File: src/rtl/ps2_kbd_rx_pkg.sv
// Shared definitions for the PS/2 keyboard receiver: frame FSM encoding,
// prefix scan codes and the frame parity helper.
package ps2_kbd_rx_pkg;

  localparam logic [1:0] StIdle   = 2'd0;
  localparam logic [1:0] StData   = 2'd1;
  localparam logic [1:0] StParity = 2'd2;
  localparam logic [1:0] StStop   = 2'd3;

  localparam logic [7:0] ScanE0 = 8'hE0;
  localparam logic [7:0] ScanF0 = 8'hF0;

  // PS/2 uses odd parity over the eight data bits plus the parity bit.
  function automatic logic parity_ok(input logic [7:0] data, input logic par);
    return ^{data, par};
  endfunction

endpackage

File: src/rtl/ps2_kbd_rx_if.sv
// Receiver output bundle: raw frame bytes plus decoded key events.
interface ps2_kbd_rx_if;
  logic [7:0] rx_byte;
  logic       rx_strobe;
  logic       rx_err;
  logic [7:0] key_code;
  logic       key_pressed;
  logic       key_extended;
  logic       key_strobe;

  modport master (
    output rx_byte, rx_strobe, rx_err, key_code, key_pressed, key_extended, key_strobe
  );
  modport slave (
    input rx_byte, rx_strobe, rx_err, key_code, key_pressed, key_extended, key_strobe
  );
endinterface

File: src/rtl/ps2_frame_rx.sv
// 11-bit PS/2 frame receiver: synchronizers, ps2_clk glitch filter, frame FSM
// and an inactivity timeout that abandons partial frames.
module ps2_frame_rx
  import ps2_kbd_rx_pkg::*;
#(
  parameter int unsigned FILTER  = 4,
  parameter int unsigned TIMEOUT = 1024
) (
  input  logic       clk_sys,
  input  logic       reset,
  input  logic       ps2_clk,
  input  logic       ps2_data,
  output logic [7:0] rx_byte,
  output logic       rx_strobe,
  output logic       rx_err
);

  localparam int unsigned FW = $clog2(FILTER + 1);
  localparam int unsigned TW = $clog2(TIMEOUT + 1);

  logic [1:0]    clk_sync_q, data_sync_q;
  logic          clk_filt_q;
  logic [FW-1:0] filt_cnt_q;
  logic          fall;

  logic [1:0]    state_q, state_d;
  logic [2:0]    bit_cnt_q, bit_cnt_d;
  logic [7:0]    shift_q, shift_d;
  logic          par_q, par_d;
  logic [TW-1:0] tmo_q, tmo_d;
  logic [7:0]    rx_byte_q, rx_byte_d;
  logic          strobe_q, strobe_d;
  logic          err_q, err_d;

  // A new level is accepted on the FILTER-th consecutive differing sample.
  assign fall = clk_filt_q & ~clk_sync_q[1] & (filt_cnt_q == FW'(FILTER - 1));

  always_ff @(posedge clk_sys) begin
    if (reset) begin
      clk_sync_q  <= 2'b11;
      data_sync_q <= 2'b11;
      clk_filt_q  <= 1'b1;
      filt_cnt_q  <= '0;
    end else begin
      clk_sync_q  <= {clk_sync_q[0], ps2_clk};
      data_sync_q <= {data_sync_q[0], ps2_data};
      if (clk_sync_q[1] == clk_filt_q) begin
        filt_cnt_q <= '0;
      end else if (filt_cnt_q == FW'(FILTER - 1)) begin
        clk_filt_q <= clk_sync_q[1];
        filt_cnt_q <= '0;
      end else begin
        filt_cnt_q <= filt_cnt_q + 1'b1;
      end
    end
  end

  always_comb begin
    state_d   = state_q;
    bit_cnt_d = bit_cnt_q;
    shift_d   = shift_q;
    par_d     = par_q;
    rx_byte_d = rx_byte_q;
    strobe_d  = 1'b0;
    err_d     = 1'b0;
    tmo_d     = (state_q == StIdle || fall) ? '0 : tmo_q + 1'b1;

    if (fall) begin
      case (state_q)
        StIdle: begin
          if (!data_sync_q[1]) begin
            state_d   = StData;
            bit_cnt_d = 3'd0;
          end else begin
            err_d = 1'b1;
          end
        end
        StData: begin
          shift_d   = {data_sync_q[1], shift_q[7:1]};
          bit_cnt_d = bit_cnt_q + 3'd1;
          if (bit_cnt_q == 3'd7) state_d = StParity;
        end
        StParity: begin
          par_d   = data_sync_q[1];
          state_d = StStop;
        end
        default: begin
          state_d = StIdle;
          if (data_sync_q[1] && parity_ok(shift_q, par_q)) begin
            rx_byte_d = shift_q;
            strobe_d  = 1'b1;
          end else begin
            err_d = 1'b1;
          end
        end
      endcase
    end else if (state_q != StIdle && tmo_q == TW'(TIMEOUT - 1)) begin
      state_d = StIdle;
      err_d   = 1'b1;
    end
  end

  always_ff @(posedge clk_sys) begin
    if (reset) begin
      state_q   <= StIdle;
      bit_cnt_q <= '0;
      shift_q   <= '0;
      par_q     <= 1'b0;
      tmo_q     <= '0;
      rx_byte_q <= '0;
      strobe_q  <= 1'b0;
      err_q     <= 1'b0;
    end else begin
      state_q   <= state_d;
      bit_cnt_q <= bit_cnt_d;
      shift_q   <= shift_d;
      par_q     <= par_d;
      tmo_q     <= tmo_d;
      rx_byte_q <= rx_byte_d;
      strobe_q  <= strobe_d;
      err_q     <= err_d;
    end
  end

  assign rx_byte   = rx_byte_q;
  assign rx_strobe = strobe_q;
  assign rx_err    = err_q;

endmodule

File: src/rtl/ps2_kbd_rx.sv
// PS/2 keyboard receiver: frame receiver plus E0/F0 prefix decoder producing
// make/break key events.
module ps2_kbd_rx
  import ps2_kbd_rx_pkg::*;
#(
  parameter int unsigned FILTER  = 4,
  parameter int unsigned TIMEOUT = 1024
) (
  input  logic            clk_sys,
  input  logic            reset,
  input  logic            ps2_clk,
  input  logic            ps2_data,
  ps2_kbd_rx_if.master    kbd
);

  logic [7:0] rx_byte;
  logic       rx_strobe, rx_err;
  logic       ext_q, brk_q;
  logic [7:0] key_code_q;
  logic       key_pressed_q, key_ext_q, key_strobe_q;

  ps2_frame_rx #(
    .FILTER (FILTER),
    .TIMEOUT(TIMEOUT)
  ) u_frame (
    .clk_sys  (clk_sys),
    .reset    (reset),
    .ps2_clk  (ps2_clk),
    .ps2_data (ps2_data),
    .rx_byte  (rx_byte),
    .rx_strobe(rx_strobe),
    .rx_err   (rx_err)
  );

  // A bad frame may have been part of a prefixed sequence, so drop any prefix.
  always_ff @(posedge clk_sys) begin
    if (reset) begin
      ext_q         <= 1'b0;
      brk_q         <= 1'b0;
      key_code_q    <= '0;
      key_pressed_q <= 1'b0;
      key_ext_q     <= 1'b0;
      key_strobe_q  <= 1'b0;
    end else begin
      key_strobe_q <= 1'b0;
      if (rx_err) begin
        ext_q <= 1'b0;
        brk_q <= 1'b0;
      end else if (rx_strobe) begin
        if (rx_byte == ScanE0) begin
          ext_q <= 1'b1;
        end else if (rx_byte == ScanF0) begin
          brk_q <= 1'b1;
        end else begin
          key_code_q    <= rx_byte;
          key_ext_q     <= ext_q;
          key_pressed_q <= ~brk_q;
          key_strobe_q  <= 1'b1;
          ext_q         <= 1'b0;
          brk_q         <= 1'b0;
        end
      end
    end
  end

  assign kbd.rx_byte      = rx_byte;
  assign kbd.rx_strobe    = rx_strobe;
  assign kbd.rx_err       = rx_err;
  assign kbd.key_code     = key_code_q;
  assign kbd.key_pressed  = key_pressed_q;
  assign kbd.key_extended = key_ext_q;
  assign kbd.key_strobe   = key_strobe_q;

endmodule

File: src/flat_wrapper.sv
// flat-port wrapper written by rule: the top's interface ports become plain ports
module ps2_kbd_rx_flat import ps2_kbd_rx_pkg::*;
#(
  parameter int unsigned FILTER  = 4,
  parameter int unsigned TIMEOUT = 1024
)
  (clk_sys, reset, ps2_clk, ps2_data, kbd_rx_byte, kbd_rx_strobe, kbd_rx_err, kbd_key_code, kbd_key_pressed, kbd_key_extended, kbd_key_strobe);
  ps2_kbd_rx_if kbd_i ();
  input  logic clk_sys;
  input  logic reset;
  input  logic ps2_clk;
  input  logic ps2_data;
  output wire logic [$bits(kbd_i.rx_byte)-1:0] kbd_rx_byte;
  output wire logic [$bits(kbd_i.rx_strobe)-1:0] kbd_rx_strobe;
  output wire logic [$bits(kbd_i.rx_err)-1:0] kbd_rx_err;
  output wire logic [$bits(kbd_i.key_code)-1:0] kbd_key_code;
  output wire logic [$bits(kbd_i.key_pressed)-1:0] kbd_key_pressed;
  output wire logic [$bits(kbd_i.key_extended)-1:0] kbd_key_extended;
  output wire logic [$bits(kbd_i.key_strobe)-1:0] kbd_key_strobe;
  assign kbd_rx_byte = kbd_i.rx_byte;
  assign kbd_rx_strobe = kbd_i.rx_strobe;
  assign kbd_rx_err = kbd_i.rx_err;
  assign kbd_key_code = kbd_i.key_code;
  assign kbd_key_pressed = kbd_i.key_pressed;
  assign kbd_key_extended = kbd_i.key_extended;
  assign kbd_key_strobe = kbd_i.key_strobe;
  ps2_kbd_rx #(.FILTER(FILTER), .TIMEOUT(TIMEOUT)) u_core (.clk_sys(clk_sys), .reset(reset), .ps2_clk(ps2_clk), .ps2_data(ps2_data), .kbd(kbd_i));
endmodule
File: config.mk
export PLATFORM = sky130hd
export DESIGN_NAME = ps2_kbd_rx_flat
export DESIGN_NICKNAME = d
export VERILOG_FILES = /design/src/rtl/ps2_kbd_rx_pkg.sv /design/src/rtl/ps2_kbd_rx_if.sv /design/src/rtl/ps2_frame_rx.sv /design/src/rtl/ps2_kbd_rx.sv /design/src/flat_wrapper.sv
export SDC_FILE = /design/constraint.sdc
export NUM_CORES = 1
export LEC_CHECK = 0
export ABC_AREA = 1
export BUFFER_PORTS_ARGS = -buffer_cell sky130_fd_sc_hd__buf_2
export CORE_ASPECT_RATIO = 1.4
export CORE_MARGIN = 3
export CORE_UTILIZATION = 35
export DETAILED_ROUTE_END_ITERATION = 12
export PLACE_DENSITY_LB_ADDON = 0.12
export SLEW_MARGIN = 20
export SYNTH_ARGS = -nofsm -noshare
export SYNTH_HDL_FRONTEND = slang
export SYNTH_SLANG_ARGS = --single-unit
File: constraint.sdc
create_clock -name clk_sys -period 1.7 [get_ports clk_sys]
set_input_delay 0.255 -clock clk_sys [delete_from_list [all_inputs] [get_ports clk_sys]]
set_output_delay 0.255 -clock clk_sys [all_outputs]
set_load 0.02 [all_outputs]
==> metrics.log, run 1 <==
[metrics] outcome: completed
[metrics] number of port buffers: 24
[metrics] synthesized area per cell: about 7.3 sq um
[metrics] clock latency at the later pin of the worst-skew pair: just over 0.3 ns
[metrics] wire length after detailed routing: ~5400 um
[metrics] final count of negative-setup-slack endpoints: 0
[metrics] most repeated cell in the gate-level netlist after synthesis: nand2_1
[metrics] global-route wire length before repair: 9090 um
[metrics] Iteration-0 DRC Markers: 81
[metrics] max cap viols: 0
[metrics] TritonCTS clock tree: built
[metrics] area of the placeable core: roughly 7000 sq um
[metrics] Hold Crit Class: in -> reg
[metrics] crit path max-delay cell type: dfxtp_1
[metrics] Crit path buffers/inverters: 2
[metrics] Worst Path Max Fanout: 8
[metrics] Horiz. Die Dim: slightly below 80 um
[metrics] Post-layout nets: about 400
[metrics] max frequency: 644 MHz
[metrics] data arrival at the endpoint of the critical path: ~1.8 ns
[metrics] starting density of the core: 36.4%
[metrics] Netlist cell types: 30
[metrics] antenna diode count: 0
[metrics] portion of the post-synthesis area used by sequential elements: ~44%
[metrics] antenna violations before repair: 0
[metrics] synthesized netlist net count: approximately 370
[metrics] transition time of the tightest slew-check pin: around 0.37 ns
[metrics] Hold Violations, Final: 0
[metrics] # IOs: 25
[metrics] peak per-stage delay on the critical path: between 0.3 and 0.4 ns
[metrics] count of TritonRoute iterations in the first routing pass: 4
[metrics] netlist area before placement: 2560 sq um
[metrics] worst relative slew slack: 75.0%
[metrics] cell type group with the largest total delay on the critical path: simple AND/OR/NAND/NOR gates
[metrics] number of vias per cell after detailed routing: approximately 4.6
[metrics] maximum number of pins on one net before global-route repair: 20
[metrics] # DRC: 0
[metrics] Sink Count: 56
[metrics] area share of the leading cell type in the synthesized netlist: a little over two fifths
[metrics] Period minus WS final: ~1.6 ns
[metrics] ys async rst share: 0%
[metrics] area of all placed cells without fillers: between 2000 and 3000 sq um
[metrics] post-synth top area cell: dfxtp_1
[metrics] GP Congestion: about 0.77
[metrics] die footprint: 8390 sq um
[metrics] master cell of the clock root buffer: clkbuf_8
[metrics] WP data required: a little under 2 ns
[metrics] non-filler cells, final: between 400 and 500
[metrics] number of global-route vias before repair: 2082
[metrics] number of buffers on the longest clock path: 2
[metrics] Layout Utilization: 42.3%
[metrics] layout cells sized above 1: between 10% and 20%
[metrics] height of the die: between 100 and 150 um
[metrics] post-route antenna net violation count: 0
[metrics] final setup skew: about 0.0080 ns
[metrics] leakage power of the design: about 0.0013 uW
[metrics] final-layout fill cell count: between 700 and 800
[metrics] total placed instance area: ~2900 sq um
[metrics] Vias: between 2000 and 2500
[metrics] commonest cells in the synthesized netlist: nand2_1, dfxtp_1, nor2_1
[metrics] clock slew at the register clock pins of the worst setup and hold paths: approximately 0.10 ns
[metrics] total congestion overflow: 0
[metrics] cell types occupying the most area after synthesis: dfxtp_1, nand2_1, nor2_1
[metrics] post-route clock period utilization: 91.4%
[metrics] combined global-route utilization of all metal layers: a little over an eighth
[metrics] Critical Path End Type: flip-flop
[metrics] Slew Viols, Final: 0
[metrics] Multi-input gate area: roughly 1300 sq um
[metrics] critical path type: reg -> reg
[metrics] number of standard-cell rows in the floorplan: 36
[metrics] Worst setup SP type: flip-flop
[metrics] number of flip-flops and latches in the synthesized netlist: between 50 and 60
[metrics] Post-synth EDFFs: 0
[metrics] RSZ-0062 raised after global routing: yes
[metrics] H-Tree Depth: 2
[metrics] largest vdd supply drop: roughly 0.00043 V
[metrics] area used by sequential logic in the layout: ~1100 sq um
[metrics] P&R area growth vs syn: 16.2%
[metrics] Ys Warns: 0
[metrics] power density normalized to cell area: about 710 nW/um^2
[metrics] number of instances in the synthesized netlist: 350
[metrics] routed wire length per instance: about 11 um
[metrics] total CTS buffers: 5
[metrics] CP Cell Sequence: ha_1, ha_1, nand2_2, clkinvlp_4, nand2_1, inv_1, nand4_1, nand2_1, nor2_1
[metrics] total power draw: 2100 uW
[metrics] post-detail-place hpwl: approximately 4200 um
[metrics] dominant register cell in the synthesized netlist: dfxtp_1
[metrics] Placed Cells incl. Taps: about 470
where the power goes:
| group | leakage [uW] | total, uW | switching [uW] | internal (uW) |
|---|---|---|---|---|
| Sequential | 0.000452 | 1320 | 2.29 | 1320 |
| Clock | 0.0000445 | 736 | 443 | 294 |
| Combinational | 0.000806 | 46.4 | 29.8 | 16.5 |
kinds of logic after synthesis:
| kind of cell | after synthesis | synth area share, % |
|---|---|---|
| fa+ha+maj | 11 | 5.37 |
| xor+xnor | 1 | 0.342 |
| compound gates | 56 | 11.5 |
| buf+inv | 44 | 6.79 |
| simple gates | 182 | 32.2 |
| flops | 56 | 43.8 |
sequential cells by signal, summed over array words and instances, names as in the netlist, 2 cells and up:
name,cells
u_core.u_frame.state_q,2
u_core.u_frame.tmo_q,11
u_core.u_frame.clk_sync_q,2
u_core.u_frame.shift_q,8
u_core.u_frame.rx_byte,8
u_core.u_frame.filt_cnt_q,3
u_core.u_frame.data_sync_q,2
u_core.u_frame.bit_cnt_q,3
u_core.kbd.key_code,8
stage by stage:
| step | setup WS, ns | TNS (ns) | hold WS [ns] |
|---|---|---|---|
| 2_1_floorplan | 0.160 | 0 | 0.359 |
| 3_3_place_gp | 0.0380 | 0 | 0.393 |
| 3_5_place_dp | 0.0378 | 0 | 0.399 |
| 4_1_cts | 0.0137 | 0 | 0.109 |
| 5_1_grt | -0.0113 | -0.0217 | 0.114 |
| 6_report | 0.146 | 0 | 0.123 |
timing repair:
action                                  in CTS  in global routing
endpoints found under the setup margin       0                 23
hold buffers                                 0                  0
resized for setup                            0                  6
buffers inserted                             0                  0
hold endpoints to repair                     0                  0
worst register-to-register path: cells and delay by family, from the launching register on:
kind,cells,cell delay (ns)
AND/OR/NAND/NOR,5,0.51
flip-flops,1,0.33
buffers and inverters,2,0.26
adder cells (fa/ha/maj),2,0.41
layer usage:
metal	wire length (um)	vias up	global-route usage, %
met4	76	0	4.50
li1	-	1211	-
met5	0	-	0
met3	137	6	2.61
met1	2250	1001	14.7
met2	2890	18	25.7
cell usage in the layout, fill, tap and decap left out, types with 2 or more instances in the layout:
master,Yosys,layout
nand3_2,1,2
buf_4,0,10
nand3_1,20,19
clkinvlp_4,0,2
a21oi_1,33,33
ha_1,11,11
clkbuf_8,0,5
inv_2,5,5
nand2_4,1,2
nand4_1,11,11
nor2_2,2,2
nand2_1,82,80
nand3b_1,2,2
buf_2,1,24
dfxtp_1,56,55
nand2_2,4,5
nor2_1,46,46
nor2_4,2,2
or2_2,4,4
inv_1,31,31
o21ai_0,19,19
nor3_1,4,4
final cells by class:
cell class | instances | area share [%]
timing repair inverter | 1 | 0.168
multi-input combinational | 250 | 43.1
inverter | 37 | 4.79
timing repair buffer | 35 | 7.23
tap | 95 | 3.99
sequential | 56 | 37.7
clock inverter | 3 | 0.715
clock buffer | 5 | 2.31
worst paths after layout:
check / start / end / slack [ns] / cells past startpoint
setup / recovery: u_core.u_frame.filt_cnt_q[0] / u_core.u_frame.rx_byte[7] / 0.15 / 9
hold / removal: ps2_clk / u_core.u_frame.clk_sync_q[0] / 0.12 / 2
setup reg to reg: u_core.u_frame.filt_cnt_q[0] / u_core.u_frame.rx_byte[7] / 0.15 / 9
hold reg to reg: u_core.u_frame.data_sync_q[0] / u_core.u_frame.data_sync_q[1] / 0.42 / 1
No activity file was read; power rests on OpenSTA's default activity.
==> run 2, diff against run 1 <==
Settings changed: CTS_CLUSTER_DIAMETER set to 60.
Clock period 1.7 ns to 1.4 ns, I/O delays scaled along.
==> run 2 against run 1 <==
Net effect:
- register-to-register slack worse by 0.18 ns
- critical path depth is 3 lower
- worst hold slack worse by 0.041 ns
- highest routed layer unchanged
- die area stayed put
- clock power is 44% higher
- sequential cell count stayed put
- worst setup slack worse by 0.18 ns
- the flow now finishes with violations (setup timing)
- clock skew is 0.0013 ns higher
- combinational power is 37% higher
- design area is 24% higher
==> metrics.log, run 2 (synthesis gave the netlist of run 1 again) <==
[metrics] outcome: finished with violations (was completed)
[metrics] failing checks: setup timing
[metrics] max cap viols: 0 (unchanged)
[metrics] master cell of the clock root buffer: clkbuf_8 (unchanged)
[metrics] Worst Path Max Fanout: 3 (was 8)
[metrics] Horiz. Die Dim: 78.3 um (unchanged)
[metrics] post-detail-place hpwl: 4070 um (was 4190 um)
[metrics] transition time of the tightest slew-check pin: 0.295 ns (was 0.372 ns)
[metrics] number of vias per cell after detailed routing: 4.58 (was 4.64)
[metrics] clock latency at the later pin of the worst-skew pair: 0.31 ns (about the same)
[metrics] start point of the worst min-delay path: ps2_data (was ps2_clk)
[metrics] total congestion overflow: 0 (unchanged)
[metrics] area used by sequential logic in the layout: 1160 sq um (was 1120 sq um)
[metrics] RSZ-0062 raised after global routing: yes (unchanged)
[metrics] GP Congestion: 0.769 (was 0.766)
[metrics] Layout Utilization: 52.5% (was 42.3%)
[metrics] largest vdd supply drop: 0.000477 V (was 0.000434 V)
[metrics] post-route antenna net violation count: 0 (unchanged)
[metrics] most common cell after layout, fill and taps aside: nand2_1 (unchanged)
[metrics] P&R area growth vs syn: 44.1% (was 16.2%)
[metrics] Slew Viols, Final: 0 (unchanged)
[metrics] WP data required: 1.60 ns (was 1.95 ns)
[metrics] H-Tree Depth: 2 (unchanged)
[metrics] Largest register FFs: 11 (unchanged)
[metrics] data arrival at the endpoint of the critical path: 1.63 ns (was 1.81 ns)
[metrics] layout cells sized above 1: 45.9% (was 17.8%)
[metrics] Iteration-0 DRC Markers: 57 (was 81)
[metrics] leakage power of the design: 0.00157 uW (was 0.00130 uW)
[metrics] global-route wire length before repair: 9490 um (was 9090 um)
[metrics] post-route clock period utilization: 102% (was 91.4%)
[metrics] worst relative slew slack: 80.2% (was 75.0%)
[metrics] worst hold slack after final layout: 0.0825 ns (was 0.123 ns)
[metrics] total CTS buffers: 5 (unchanged)
[metrics] commonest non-fill, non-tap cells in the layout: nand2_1, buf_4, nor2_1 (was nand2_1, dfxtp_1, nor2_1)
[metrics] critical path startpoint: u_core.u_frame.bit_cnt_q[0] (was u_core.u_frame.filt_cnt_q[0])
[metrics] Multi-input gate area: 1620 sq um (was 1280 sq um)
[metrics] total placed instance area: 3120 sq um (was 2860 sq um)
[metrics] Vias: 2391 (was 2236)
[metrics] Sink Count: 56 (unchanged)
[metrics] area of all placed cells without fillers: 3690 sq um (was 2980 sq um)
[metrics] number of port buffers: 24 (unchanged)
[metrics] Critical Path End Type: flip-flop (unchanged)
[metrics] number of global-route vias before repair: 2162 (was 2082)
[metrics] number of buffers on the longest clock path: 2 (unchanged)
[metrics] height of the die: 107 um (unchanged)
[metrics] Period minus WS final: 1.43 ns (was 1.55 ns)
[metrics] routed wire length per instance: 11.2 um (was 11.1 um)
[metrics] wire length after detailed routing: 5860 um (was 5350 um)
[metrics] antenna diode count: 0 (unchanged)
[metrics] Hold Violations, Final: 0 (unchanged)
[metrics] die footprint: 8390 sq um (unchanged)
[metrics] final setup skew: 0.00930 ns (was 0.00799 ns)
[metrics] # IOs: 25 (unchanged)
[metrics] Worst setup SP type: flip-flop (unchanged)
[metrics] power density normalized to cell area: 736 nW/um^2 (was 706 nW/um^2)
[metrics] max frequency: 698 MHz (was 644 MHz)
[metrics] final worst setup slack: -0.0325 ns (was 0.146 ns)
[metrics] summed negative setup slack over all endpoints: -0.0464 ns (was 0 ns)
[metrics] Post-layout nets: 441 (was 401)
[metrics] antenna violations before repair: 0 (unchanged)
[metrics] TritonCTS clock tree: built (unchanged)
[metrics] critical path type: reg -> reg (unchanged)
[metrics] starting density of the core: 36.4% (unchanged)
[metrics] register bank with the most flops: u_core.u_frame.tmo_q (unchanged)
[metrics] count of TritonRoute iterations in the first routing pass: 4 (unchanged)
[metrics] maximum number of pins on one net before global-route repair: 22 (was 20)
[metrics] area of the placeable core: 7030 sq um (unchanged)
[metrics] final count of negative-setup-slack endpoints: 2 (was 0)
[metrics] final-layout fill cell count: 690 (was 780)
[metrics] clock slew at the register clock pins of the worst setup and hold paths: 0.10 ns (about the same)
[metrics] Hold Crit Class: in -> reg (unchanged)
[metrics] # DRC: 0 (unchanged)
[metrics] combined global-route utilization of all metal layers: 13.6% (was 13.5%)
[metrics] Reg2Reg Launch Point: u_core.u_frame.bit_cnt_q[0] (was u_core.u_frame.filt_cnt_q[0])
[metrics] number of standard-cell rows in the floorplan: 36 (unchanged)
==> run 2: cell types whose count changed in the layout (fill, tap and decap cells not counted), moves of 12 or more <==
cell / before / now
nand2_2: 5 / 18
dfxtp_2: 1 / 14
dfxtp_1: 55 / 36
buf_4: 10 / 47
a21oi_2: 0 / 12
nand2_1: 80 / 61
a21oi_1: 33 / 21
nand3_1: 19 / 5
nand3_2: 2 / 14
==> run 2: worst max-delay path, cell delays in order, from the launching register on <==
cell and delay [ns]:
dfxtp_1 0.34, ha_1 0.20, ha_1 0.18, o21ai_0 0.18, nand2_1 0.17, a21oi_1 0.21
nor3_2 0.06
==> run 2: where the power goes <==
group          total [uW]  switching [uW]  internal [uW]
clock network        1060             532            530
logic                63.6            39.2           24.3
registers            1590            3.22           1590
==> run 2: final timing paths <==
path / endpoint / slack (ns) / depth (start not counted)
hold reg to reg: u_core.u_frame.data_sync_q[1] / 0.42 / 1
setup / recovery: u_core.u_frame.state_q[0] / -0.03 / 6
hold / removal: u_core.u_frame.data_sync_q[0] / 0.08 / 2
setup reg to reg: u_core.u_frame.state_q[0] / -0.03 / 6
==> run 2: repair_timing <==
item	in CTS	in global routing
pin swaps	11	28
hold buffers	0	0
cloned	0	2
endpoints found under the setup margin	29	43
gates resized for setup	19	89
buffers inserted	5	6
==> run 2: routing by layer <==
metal	vias to the layer above	global-route usage, %	share of wire [%]
li1	1293	-	-
met5	-	0	0
met3	5	2.35	2.4
met2	24	25.0	51
met1	1069	16.0	45
met4	0	4.13	1.1
==> run 2: final cells by class <==
cell class | count | share of cell area [%]
tap | 95 | 3.22
timing repair buffer | 75 | 14.3
inverter | 37 | 4.03
sequential | 56 | 31.5
clock buffer | 5 | 1.86
clock inverter | 3 | 1.15
multi-input combinational | 251 | 44.0
==> run 2: metrics by stage <==
stage	worst slack, ns	instances	power, uW
floorplan	-0.0222	350	1670
global placement	-0.0508	501	1700
detailed placement	-0.0904	501	1700
CTS	-0.0174	514	2760
global route	-0.115	522	2820
finish	-0.0325	522	2720
==> run 3, diff against run 2 <==
Settings changed: ABC_AREA 1 to 0, CTS_CLUSTER_SIZE set to 40, RECOVER_POWER set to 25.
==> run 3 against run 2 <==
Net effect:
- the run still ends with setup timing left
- worst setup slack got worse by 0.25 ns
- global-route usage rose by 0.90 points
- first-iteration DRC count rose by 1.8%
- register-to-register slack got worse by 0.25 ns
- critical endpoint is now u_core.u_frame.rx_byte[5]
==> metrics.log, run 3 <==
[metrics] wire length after detailed routing: 5010 um (was 5860 um)
[metrics] clock slew at the register clock pins of the worst setup and hold paths: 0.10 ns (about the same)
[metrics] leakage power of the design: 0.00135 uW (was 0.00157 uW)
[metrics] multiplexer share of the synthesized area: 9.43% (was 0%)
[metrics] number of port buffers: 24 (unchanged)
[metrics] antenna diode count: 0 (unchanged)
[metrics] total congestion overflow: 0 (unchanged)
[metrics] Post-synth EDFFs: 0 (unchanged)
[metrics] worst relative slew slack: 76.9% (was 80.2%)
[metrics] die footprint: 7580 sq um (was 8390 sq um)
[metrics] switching part of the total power: 22.0% (was 21.2%)
[metrics] failing checks: setup timing (unchanged)
[metrics] final setup skew: 0.00879 ns (was 0.00930 ns)
[metrics] area share of the leading cell type in the synthesized netlist: 48.8% (was 43.8%)
[metrics] area share of and/or/nand/nor cells after synthesis: 19.2% (was 32.2%)
[metrics] total power draw: 2530 uW (was 2720 uW)
[metrics] max cap viols: 0 (unchanged)
[metrics] sequential power share: 63.4% (was 58.5%)
[metrics] largest family of logic cells by synthesized area: simple AND/OR/NAND/NOR gates (unchanged)
[metrics] worst hold slack after final layout: 0.0744 ns (was 0.0825 ns)
[metrics] H-Tree Depth: 2 (unchanged)
[metrics] combined global-route utilization of all metal layers: 14.5% (was 13.6%)
[metrics] WP data required: 1.61 ns (was 1.60 ns)
[metrics] TritonCTS clock tree: built (unchanged)
[metrics] max frequency: 593 MHz (was 698 MHz)
[metrics] routed wire length per instance: 12.8 um (was 11.2 um)
[metrics] adder and majority gate portion of the synthesized area: 5.99% (was 5.37%)
[metrics] Critical Path End Type: flip-flop (unchanged)
[metrics] Post-layout nets: 332 (was 441)
[metrics] commonest cells in the synthesized netlist: dfxtp_1, nor2_1, nand2_1 (was nand2_1, dfxtp_1, nor2_1)
[metrics] number of flip-flops and latches in the synthesized netlist: 56 (unchanged)
[metrics] global-route wire length before repair: 8440 um (was 9490 um)
[metrics] Netlist cell types: 37 (was 30)
[metrics] internal cell power: 1970 uW (was 2140 uW)
[metrics] number of buffers on the longest clock path: 2 (unchanged)
[metrics] Period minus WS final: 1.69 ns (was 1.43 ns)
[metrics] maximum number of pins on one net before global-route repair: 22 (unchanged)
[metrics] GP Congestion: 0.803 (was 0.769)
[metrics] layout cells sized above 1: 35.8% (was 45.9%)
[metrics] sw power: 556 uW (was 574 uW)
[metrics] Placed Cells incl. Taps: 374 (was 501)
[metrics] ys async rst share: 0% (unchanged)
[metrics] antenna violations before repair: 0 (unchanged)
[metrics] post-detail-place hpwl: 3620 um (was 4070 um)
[metrics] Worst setup SP type: flip-flop (unchanged)
[metrics] number of vias per cell after detailed routing: 4.82 (was 4.58)
[metrics] # DRC: 0 (unchanged)
[metrics] Hold Crit Class: in -> reg (unchanged)
[metrics] clock latency at the later pin of the worst-skew pair: 0.31 ns (about the same)
[metrics] synthesized netlist net count: 257 (was 365)
[metrics] combinational cell fraction of total power: 1.7% (was 2.3%)
[metrics] dominant register cell in the synthesized netlist: dfxtp_1 (unchanged)
[metrics] CP Cell Sequence: xor2_1, xnor3_1, mux2_4, mux2i_1, nor2_1 (was ha_1, ha_1, o21ai_0, nand2_1, a21oi_1, nor3_2)
[metrics] Post-Synth XOR/XNOR Area: 6.92% (was 0.342%)
[metrics] RSZ-0062 raised after global routing: yes (unchanged)
[metrics] crit path max-delay cell type: xnor3_1 (was dfxtp_1)
[metrics] critical path type: reg -> reg (unchanged)
[metrics] Ys Warns: 0 (unchanged)
[metrics] data arrival at the endpoint of the critical path: 1.89 ns (was 1.63 ns)
[metrics] portion of the post-synthesis area used by sequential elements: 48.8% (was 43.8%)
[metrics] number of global-route vias before repair: 1885 (was 2162)
[metrics] master cell of the clock root buffer: clkbuf_8 (unchanged)
[metrics] count of TritonRoute iterations in the first routing pass: 4 (unchanged)
[metrics] commonest non-fill, non-tap cells in the layout: buf_4, dfxtp_1, nor2_1 (was nand2_1, buf_4, nor2_1)
[metrics] Slew Viols, Final: 0 (unchanged)
[metrics] largest vdd supply drop: 0.000552 V (was 0.000477 V)
[metrics] complex-gate fraction of the synthesized area: 6.16% (was 11.5%)
[metrics] non-filler cells, final: 390 (was 522)
[metrics] Hold Violations, Final: 0 (unchanged)
[metrics] final worst setup slack: -0.287 ns (was -0.0325 ns)
[metrics] Vias: 1879 (was 2391)
[metrics] # IOs: 25 (unchanged)
[metrics] Hold Buf Count CTS: 0 (unchanged)
[metrics] synthesized area per cell: 9.49 sq um (was 7.32 sq um)
[metrics] height of the die: 102 um (was 107 um)
[metrics] total CTS buffers: 5 (unchanged)
[metrics] register bank with the most flops: u_core.u_frame.tmo_q (unchanged)
[metrics] final count of negative-setup-slack endpoints: 39 (was 2)
[metrics] starting density of the core: 36.5% (was 36.4%)
[metrics] peak per-stage delay on the critical path: 0.46 ns (was 0.34 ns)
[metrics] Iteration-0 DRC Markers: 58 (was 57)
[metrics] most repeated cell in the gate-level netlist after synthesis: dfxtp_1 (was nand2_1)
[metrics] number of instances in the synthesized netlist: 242 (was 350)
[metrics] summed negative setup slack over all endpoints: -6.45 ns (was -0.0464 ns)
[metrics] post-synth top area cell: dfxtp_1 (unchanged)
[metrics] Horiz. Die Dim: 74.5 um (was 78.3 um)
[metrics] outcome: finished with violations (unchanged)
[metrics] Worst Path Max Fanout: 8 (was 3)
[metrics] P&R area growth vs syn: 35.9% (was 44.1%)
[metrics] cell types occupying the most area after synthesis: dfxtp_1, mux2i_1, nor2_1 (was dfxtp_1, nand2_1, nor2_1)
[metrics] number of standard-cell rows in the floorplan: 34 (was 36)
[metrics] Largest register FFs: 11 (unchanged)
[metrics] area of the placeable core: 6300 sq um (was 7030 sq um)
[metrics] Layout Utilization: 49.6% (was 52.5%)
[metrics] post-route clock period utilization: 120% (was 102%)
[metrics] post-route antenna net violation count: 0 (unchanged)
[metrics] Sink Count: 56 (unchanged)
[metrics] part of the total power dissipated in the clock network: 34.9% (was 39.1%)
[metrics] netlist area before placement: 2300 sq um (was 2560 sq um)
[metrics] transition time of the tightest slew-check pin: 0.346 ns (was 0.295 ns)
[metrics] power density normalized to cell area: 810 nW/um^2 (was 736 nW/um^2)
==> run 3: cell types whose count changed after synthesis, sizes merged, moves of 3 or more <==
cell / previous run / this run
nand2: 87 / 27
inv: 36 / 9
a21oi: 33 / 14
mux2i: 0 / 19
o21ai: 19 / 1
nand3: 21 / 6
nand4: 11 / 2
nor2: 50 / 41
xnor2: 1 / 7
xor2: 0 / 6
and3: 0 / 3
nor4: 1 / 4
==> run 3: logic make-up (layout without fill, tap and decap cells) <==
logic type               count (synthesis)  after routing
XOR/XNOR                                15             15
AO/OA/AOI/OAI                           23             23
adder cells (fa/ha/maj)                 11             11
buffers and inverters                   19             94
AND/OR/NAND/NOR                         97             98
multiplexers                            21             21
flip-flops                              56             56
==> run 3: power groups by stage <==
stage	clock (uW)	combinational [uW]	sequential [uW]
finish	881	43.7	1600
global route	982	50.1	1600
CTS	920	44.4	1600
detailed placement	0	43.4	1640
global placement	0	43.1	1640
floorplan	0	29.6	1640
==> run 3: layout make-up <==
type	count	area (sq um)
clock buffers	6	72.6
inverters	9	33.8
clock inverters	2	16.3
repair buffers	77	541
well taps	72	90.1
flip-flops and latches	56	1130
multi-input cells	168	1240
fillers	633	3180
==> run 3: path summary, 6_finish.rpt <==
check                                                   from                             to  slack (ns)  cells after the start
worst max-delay path               u_core.u_frame.shift_q[7]      u_core.u_frame.rx_byte[5]       -0.29                      5
worst min-delay path                                ps2_data  u_core.u_frame.data_sync_q[0]        0.07                      2
worst max register to register     u_core.u_frame.shift_q[7]      u_core.u_frame.rx_byte[5]       -0.29                      5
worst min register to register  u_core.u_frame.clk_sync_q[0]   u_core.u_frame.clk_sync_q[1]        0.42                      1
==> run 3: layer usage <==
layer	up-vias	wire length, um	share of wire, %	GRT usage [%]
met5	-	0	0	0
met1	877	1930	39	14.8
li1	964	-	-	-
met2	30	2840	57	28.0
met3	8	145	2.9	3.25
met4	0	94	1.9	5.21
==> run 3: worst max-delay path: cells and delay by family (launching register included) <==
family | cells | cell delay, ns
xor gates and xnor gates | 2 | 0.60
muxes | 2 | 0.57
DFF | 1 | 0.35
and+or+nand+nor | 1 | 0.06
==> run 3: what timing repair did <==
item	4_1_cts	5_1_grt
setup buffers	6	2
pin swaps	14	20
hold endpoints to repair	0	0
endpoints found under the setup margin	44	47
cloned	1	0
gates resized for setup	14	6
==> run 3: per-stage QoR <==
stage	worst slack (ns)	instance area, sq um
CTS	-0.298	3090
detailed placement	-0.374	2890
finish	-0.287	3120
floorplan	-0.285	2400
global route	-0.386	3120
global placement	-0.304	2890
